--- config.mk ---
export PLATFORM = sky130hd
export DESIGN_NAME = corr_readout_sched
export DESIGN_NICKNAME = d
export VERILOG_FILES = /design/src/rtl/corr_readout_sched.sv
export SDC_FILE = /design/constraint.sdc
export NUM_CORES = 1
export LEC_CHECK = 0
export CAP_MARGIN = 20
export CORE_MARGIN = 10
export CORE_UTILIZATION = 35
export DETAILED_ROUTE_END_ITERATION = 10
export PLACE_DENSITY = 0.57
export SETUP_SLACK_MARGIN = 0.2
export SLEW_MARGIN = 5
export SYNTH_ARGS = -nofsm -noshare
export SYNTH_HDL_FRONTEND = slang
export SYNTH_SLANG_ARGS = --single-unit
--- constraint.sdc ---
create_clock -name clk -period 7 [get_ports clk]
set_clock_uncertainty 0.15 [all_clocks]
set_input_delay 2.1 -clock clk [delete_from_list [all_inputs] [get_ports clk]]
set_output_delay 2.1 -clock clk [all_outputs]
set_load 0.005 [all_outputs]
--- src/rtl/corr_readout_sched.sv ---
// Correlation readout scheduler: round-robin arbitration over cseen, bus reads of Cnt/Low/High, Status clear, record out.
// Build with OVERRUN_DETECT_EN defined to add sticky per-channel overrun flags (ovr, ovr_clr).
module corr_readout_sched #(
  parameter int NCH = 32,
  parameter logic [15:0] CORR_BASE = 16'h0600,
  localparam int CW = $clog2(NCH)
) (
  input  logic            clk,
  input  logic            rst,
  input  logic [NCH-1:0]  cseen,
  output logic            bus_req,
  input  logic            bus_gnt,
  output logic [31:0]     addr,
  output logic            read,
  output logic            write,
  output logic [31:0]     Wdata,
  input  logic [31:0]     Rdata,
  output logic            res_valid,
  input  logic            res_ready,
  output logic [CW-1:0]   res_chan,
  output logic [31:0]     res_cnt,
  output logic [63:0]     res_corr,
  output logic            busy,
  output logic [2:0]      state
`ifdef OVERRUN_DETECT_EN
  ,
  output logic [NCH-1:0]  ovr,
  input  logic            ovr_clr
`endif
);

  localparam logic [2:0] S_IDLE   = 3'd0;
  localparam logic [2:0] S_REQ    = 3'd1;
  localparam logic [2:0] S_RD_CNT = 3'd2;
  localparam logic [2:0] S_RD_LO  = 3'd3;
  localparam logic [2:0] S_RD_HI  = 3'd4;
  localparam logic [2:0] S_CLR    = 3'd5;
  localparam logic [2:0] S_OUT    = 3'd6;

  logic [2:0]     st;
  logic [CW-1:0]  chan;
  logic [CW-1:0]  rr;
  logic [CW-1:0]  win;
  logic [CW-1:0]  rr_next;
  logic [CW:0]    sum;
  logic [CW:0]    nx;
  logic           win_found;
  logic [NCH-1:0] inflight;
  logic [NCH-1:0] pending;
  logic [31:0]    cnt_q;
  logic [31:0]    lo_q;
  logic [31:0]    hi_q;
  logic [3:0]     off;
  logic           on_bus;

  assign pending = cseen & ~inflight;

  // Scan from the top so the lowest offset from rr is the last (winning) assignment.
  always_comb begin
    win       = '0;
    win_found = 1'b0;
    sum       = '0;
    for (int i = NCH - 1; i >= 0; i--) begin
      sum = {1'b0, rr} + (CW+1)'(i);
      if (sum >= (CW+1)'(NCH)) sum = sum - (CW+1)'(NCH);
      if (pending[sum[CW-1:0]]) begin
        win       = sum[CW-1:0];
        win_found = 1'b1;
      end
    end
  end

  assign nx      = {1'b0, win} + (CW+1)'(1);
  assign rr_next = (nx == (CW+1)'(NCH)) ? '0 : nx[CW-1:0];

  always_ff @(posedge clk or negedge rst) begin
    if (!rst) begin
      st       <= S_IDLE;
      chan     <= '0;
      rr       <= '0;
      inflight <= '0;
      cnt_q    <= '0;
      lo_q     <= '0;
      hi_q     <= '0;
    end else begin
      case (st)
        S_IDLE: if (|pending) st <= S_REQ;
        S_REQ: begin
          if (bus_gnt) begin
            if (win_found) begin
              chan     <= win;
              rr       <= rr_next;
              inflight <= NCH'(1) << win;
              st       <= S_RD_CNT;
            end else begin
              st <= S_IDLE;
            end
          end
        end
        S_RD_CNT, S_RD_LO, S_RD_HI, S_CLR: begin
          // Losing the grant mid-access abandons the event; cseen stays set so it is re-served.
          if (!bus_gnt) begin
            st       <= S_IDLE;
            inflight <= '0;
          end else begin
            case (st)
              S_RD_CNT: begin cnt_q <= Rdata; st <= S_RD_LO; end
              S_RD_LO:  begin lo_q  <= Rdata; st <= S_RD_HI; end
              S_RD_HI:  begin hi_q  <= Rdata; st <= S_CLR;   end
              default:  begin inflight <= '0; st <= S_OUT;   end
            endcase
          end
        end
        // Record stream: a transfer happens on a cycle with res_valid & res_ready both high;
        // res_valid never drops and the record never changes until that transfer.
        S_OUT: if (res_ready) st <= S_IDLE;
        default: st <= S_IDLE;
      endcase
    end
  end

  always_comb begin
    off = 4'h0;
    case (st)
      S_RD_LO: off = 4'h4;
      S_RD_HI: off = 4'h8;
      S_CLR:   off = 4'hC;
      default: off = 4'h0;
    endcase
  end

  assign on_bus    = (st == S_REQ) || (st == S_RD_CNT) || (st == S_RD_LO) ||
                     (st == S_RD_HI) || (st == S_CLR);
  assign bus_req   = on_bus;
  assign read      = bus_gnt && ((st == S_RD_CNT) || (st == S_RD_LO) || (st == S_RD_HI));
  assign write     = bus_gnt && (st == S_CLR);
  assign addr      = (read || write) ?
                     {16'h0000, CORR_BASE + {{(12-CW){1'b0}}, chan, 4'h0} + {12'h000, off}} : 32'h0;
  assign Wdata     = 32'h0;
  assign res_valid = (st == S_OUT);
  assign res_chan  = chan;
  assign res_cnt   = cnt_q;
  assign res_corr  = {hi_q, lo_q};
  assign busy      = (st != S_IDLE);
  assign state     = st;

`ifdef OVERRUN_DETECT_EN
  localparam int AGE_W = 13;
  localparam logic [AGE_W-1:0] AGE_LIM = 13'd4096;

  logic [NCH-1:0]   cseen_q;
  logic [NCH-1:0]   ovr_set;
  logic [AGE_W-1:0] age [NCH];

  // age reaching the limit means the flag has already waited 4096 cycles ungranted.
  always_comb begin
    ovr_set = '0;
    for (int c = 0; c < NCH; c++) begin
      ovr_set[c] = (cseen[c] && !cseen_q[c] && inflight[c]) ||
                   (cseen[c] && !inflight[c] && (age[c] == AGE_LIM));
    end
  end

  always_ff @(posedge clk or negedge rst) begin
    if (!rst) begin
      cseen_q <= '0;
      ovr     <= '0;
      for (int c = 0; c < NCH; c++) age[c] <= '0;
    end else begin
      cseen_q <= cseen;
      ovr     <= (ovr_clr ? '0 : ovr) | ovr_set;
      for (int c = 0; c < NCH; c++) begin
        if (!cseen[c] || inflight[c]) age[c] <= '0;
        else if (age[c] != AGE_LIM)   age[c] <= age[c] + 1'b1;
      end
    end
  end
`endif

endmodule

Yosys cells after proc, flatten, opt, wreduce, memory -nomap -nowiden
Index checks and enable logic that the tools add are counted.

Bits in registers: 141. Input port bits: 68. Output and inout port bits: 173. Word-level logic and storage cells: 348.

Add/sub/neg operators: 66. Magnitude comparators: 64. Equal/unequal tests: 12. Shifts and indexed selects: 1. Muxes and demuxes: 175. Bitwise logic cells: 2. Reduce and logical (&&, ||, !) cells: 21.

Operators by type and width (count): $mux W5 (65); $lt A5 B6 Y1 const B (32); $ge A6 B6 Y1 const B (31); $bmux W1 S5 (32); $sub A5 B1 Y5 const B (32); $mux W32 (4); $add A5 B5 Y6 const B (16); $mux W1 (64); $pmux W32 S2 (1); $add A5 B4 Y6 const B (8); $and A32 B32 Y32 (1); $not A32 Y32 (1); $reduce_or A32 Y1 (1); $shl A1 B5 Y32 const A (1); $add A5 B3 Y6 const B (4); $reduce_and A3 Y1 (5); $add A12 B4 Y13 (1); $mux W13 (1); $add A11 B9 Y12 const A (1); $add A5 B1 Y6 const B (2); $add A5 B2 Y6 const B (2); $mux W3 (4); $pmux W3 S4 (1); $pmux W4 S3 (1); other kinds (18) (30).

Longest topological paths before layout
Depth after elaboration: 41. Depth in mapped cells: 23. Mapped depth without buffers: 18.

Least setup slack after synthesis
Ideal clock, no wire load.

Kind: in2reg. From: input cseen[11]. To: register inflight[27]. Setup time: 0.121 ns. Arrival: 5.573 ns. Data required time: 6.729 ns. Setup slack: 1.156 ns. Cell stages on the path: 13. Buffers on the path: 0. Cell sequence: nor2b_1 > mux2_1 > mux4_1 > mux4_2 > o221a_2 > o311ai_1 > nor2_1 > a211o_1 > a22o_1 > o21a_1 > ha_1 > ha_1 > a22o_1.

Cells in the longest elaborated chain, start to end: 39. Elaborated cells on any way between the ends: 135. Classes of those cells: eq/ne (1); shift (1); mux (131); bitwise (1); reduce/logical (1).

Ends and longest elaborated chain: start: declaration (RTL line 10) `input logic [NCH-1:0] cseen,`; $and A32 B32 Y32 * (RTL line 56) `assign pending = cseen & ~inflight;`; $bmux W1 S5 (RTL line 66) `if (pending[sum[CW-1:0]]) begin`; $mux W1 (implied by the code) (RTL line 66); $mux W5 (31 in series) (RTL line 66); $mux W5 * (RTL line 66); net win[0] (RTL line 43) `logic [CW-1:0] win;`; $shl A1 B5 Y32 * (RTL line 93) `inflight <= NCH'(1) << win;`; $mux W32 * (RTL line 90) `if (win_found) begin`; $mux W32 * (RTL line 89) `if (bus_gnt) begin`; $pmux W32 S2 * (RTL line 86) `case (st)`; end signal: assignment (RTL line 93); end: declaration (RTL line 48) `logic [NCH-1:0] inflight;`.

The timed path passes the listed nets; every way through them passes the cells marked *. The select of a mux whose other input is x is not followed. A chain may end at the register's enable or synchronous reset.

Worst setup path in the final report
From: input cseen[23]. To: register inflight[18].

Same word-level chain as after synthesis.

==> flow_metrics.env <==
export IMPL_tns_setup_ps=0
export IMPL_cts_buffers=17
export IMPL_via_count_of_the_first_global_routing_pass=12600
export IMPL_async_reset_ff_share_pct=100
export IMPL_route_detailed_drc=0
export IMPL_worst_setup_path_type="in -> reg"
export IMPL_tritoncts="built"
export IMPL_detail_route_antenna_nets=0
export IMPL_cp_max_fo=5
export IMPL_cts_sink_count=141
export IMPL_dominant_combinational_cell_family_by_area_after_synthesis="multiplexers"
export IMPL_synth_cell_area_um2=13100
export IMPL_syn_area_per_cell_um2=9.81
export IMPL_worst_hold_path_type="reg -> reg"
export IMPL_final_hold_viol_count=0
export IMPL_detail_route_first_pass_iterations=6
export IMPL_route_detailed_vias_per_inst=6.23
export IMPL_synth_register_bits=141
export IMPL_globalplace_congestion=1.06
export IMPL_layout_overhead_on_the_synthesized_area_pct=25.2
export IMPL_die_w_um=214
export IMPL_grt_first_pass_wirelength_mm=84.2
export IMPL_cts_htree_levels=4
export IMPL_slowest_delay_ps=540
export IMPL_synthFlopType="dfrtp_1"
export IMPL_timing_fmax_ghz=0.151
export IMPL_startpoint_type="input pin"
export IMPL_hold_path_cell_count=1
export IMPL_simple_gate_fraction_of_synth_area_pct=16.5
export IMPL_clockRootBuffer="clkbuf_16"
export IMPL_finalNetCount=1652
export IMPL_synth_xor_xnor_area_share_pct=2.68
export IMPL_number_of_hold_buffers_added_after_cts=0
export IMPL_max_slew_worst_pin_slew_ps=1010
export IMPL_numPortBuffers=185
export IMPL_grt_start_max_net_pins=89
export IMPL_number_of_antenna_violations_at_the_first_check_in_global_routing=1
export IMPL_hpwl_mm=45.6
export IMPL_vias=12700
export IMPL_setup_viol=0
export IMPL_synth_edf_count=0
export IMPL_antenna_cells=0
export IMPL_initial_core_util_pct=35.6
export IMPL_count_of_unique_library_cells_instantiated_by_yosys=93
export IMPL_yosys_mux_area_fraction_pct=26.9
export IMPL_cts_root_to_sink_buffers=2
export IMPL_synth_compound_area_share_pct=18.0
export IMPL_global_route_usage_total_pct=24.7
export IMPL_clock_insertion_delay_worst_skew_ps=420
export IMPL_coreArea_um2=36800
export IMPL_finalWorstPathRequiredPeriod_ps=6610
export IMPL_cts_reportedPaths_clkPinSlew_ps=60
export IMPL_maxCapViolations=0
export IMPL_fp_dieArea_um2=45600
export IMPL_cts_setup_buffers=0
export IMPL_site_row_count=70
export IMPL_timing_max_slew_rel_slack_pct=32.4
export IMPL_cp_data_arrival_time_ps=6810
export IMPL_share_of_layout_cells_above_drive_strength_1_pct=22.2
export IMPL_final_cell_mix="clkdlybuf4s50_1 (184), dfrtp_1 (139), mux2_2 (115)"
export IMPL_crit_end_element="flop"
export IMPL_cp_cell_sequence="clkdlybuf4s50_1, nor2b_1, buf_4, mux4_2, a22oi_1, nand3_1, a2111oi_0, buf_4, a31oi_1, a2111oi_0, o21ai_0, a21o_1, inv_1, ha_1, inv_1, nor2_1, a22o_1"
export IMPL_wl_per_cell_um=28.0
export IMPL_postSynthCellCount=1336
export IMPL_postRouteWirelength_mm=57.2
export IMPL_critical_path_slowest_cell="mux4_2"
export IMPL_timing_reg2reg_worst_path_depth=15
export IMPL_synth_seq_area_share_pct=26.9
export IMPL_yosys_area_share_adder_pct=2.18
export IMPL_chipHeight_um=214
export IMPL_drt_iter0_drc=1321
export IMPL_outcome="finished, final reports clean"
export IMPL_final_worst_path_cycle_share_pct=94.4
export IMPL_leading_cell_type_in_the_layout_fill_and_taps_excluded="clkdlybuf4s50_1"
export IMPL_whs_ps=355
export IMPL_final_max_slew_violation_count=0
export IMPL_grt_remaining_overflow=0
export IMPL_worstPathRequired_ps=7200
export IMPL_rsz_0062_raised_after_global_routing="no"
export IMPL_count_of_yosys_warnings_during_synthesis=0
export IMPL_io_pins=241
path summary, 6_finish.rpt:
check / start / to / slack (ps)
worst max-delay path: cseen[23] / inflight[18] / 390
worst min-delay path: hi_q[29] / hi_q[29] / 350
worst max register to register: rr[1] / inflight[6] / 1030
worst min register to register: hi_q[29] / hi_q[29] / 350
max in group asynchronous: rst / inflight[11] / 3940
min in group asynchronous: rst / hi_q[9] / 1560
layout make-up:
class / count / area [um2]
repair buffers: 279 / 2620
fillers: 3529 / 20400
inverters: 28 / 108
clock buffers: 19 / 453
multi-input cells: 1095 / 8940
flip-flops and latches: 141 / 3530
clock inverters: 12 / 169
well taps: 468 / 586
metrics by stage:
| step | area [um2] | util [%] | worst slack (ps) | std cells |
|---|---|---|---|---|
| 6_report | 16400 | 44.6 | 392 | 2042 |
| 3_3_place_gp | 15800 | 42.8 | -60.1 | 2009 |
| 2_1_floorplan | 13300 | - | 1160 | 1390 |
| 5_1_grt | 16400 | 44.6 | 204 | 2042 |
| 3_5_place_dp | 15800 | 42.8 | 25.1 | 2009 |
| 4_1_cts | 16400 | 44.5 | 431 | 2040 |
critical path: cells and delay by family:
family / cells / cell delay (ps)
compound gates: 7 / 2350
buf+inv: 5 / 980
simple gates: 3 / 670
mux: 1 / 540
fa+ha+maj: 1 / 160
timing repair:
item / CTS / global route
endpoints found under the setup margin: 0 / 30
hold endpoints to repair: 0 / 0
gates resized for setup: 0 / 8
metal layers:
metal | vias up | track usage [%] | part of all wire (%)
li1 | 5520 | - | -
met1 | 6265 | 30.1 | 38
met2 | 778 | 38.2 | 45
met3 | 147 | 8.96 | 12
met4 | 2 | 11.8 | 4.8
met5 | - | 0 | 0.012
sequential cells by signal, indices dropped and copies added, names as in the netlist:
| register | cells |
|---|---|
| hi_q | 32 |
| inflight | 32 |
| lo_q | 32 |
| res_chan | 5 |
| res_cnt | 32 |
| rr | 5 |
| state | 3 |
cells in the mapped netlist (10+ instances only):
master,number,area share (%)
a21oi_1,47,1.8
nor2_1,85,2.4
dfrtp_1,141,27
mux2_2,115,9.9
clkbuf_1,37,1.1
o22ai_1,23,1.1
nand2_1,101,2.9
ha_1,22,2.1
xnor2_1,32,2.1
nor3_1,23,0.88
a22o_1,41,2.7
a22oi_1,26,1.5
inv_1,22,0.63
nand2b_1,31,1.5
mux4_2,64,11
o31ai_1,10,0.57
buf_2,11,0.42
buf_4,62,3.6
a211oi_1,17,0.97
nand3_1,30,1.1
nand4_1,12,0.57
nor2b_1,35,1.7
nor4_1,21,1.0
and2_1,16,0.76
o21ai_0,33,1.3
mux2i_1,53,4.0
o211ai_1,21,1.2
cell families (layout without fill, tap and decap cells):
kind of cell             after synthesis  after routing
buffers and inverters                154            338
AND/OR/NAND/NOR                      416            416
other                                  1             55
flip-flops                           141            141
multiplexers                         243            243
AO/OA/AOI/OAI                        320            320
XOR/XNOR                              38             38
adder cells (fa/ha/maj)               23             23
Power is left out: the tool's default activity adds up to more than one toggle a clock period on the data nets, which glitch-free logic cannot reach.
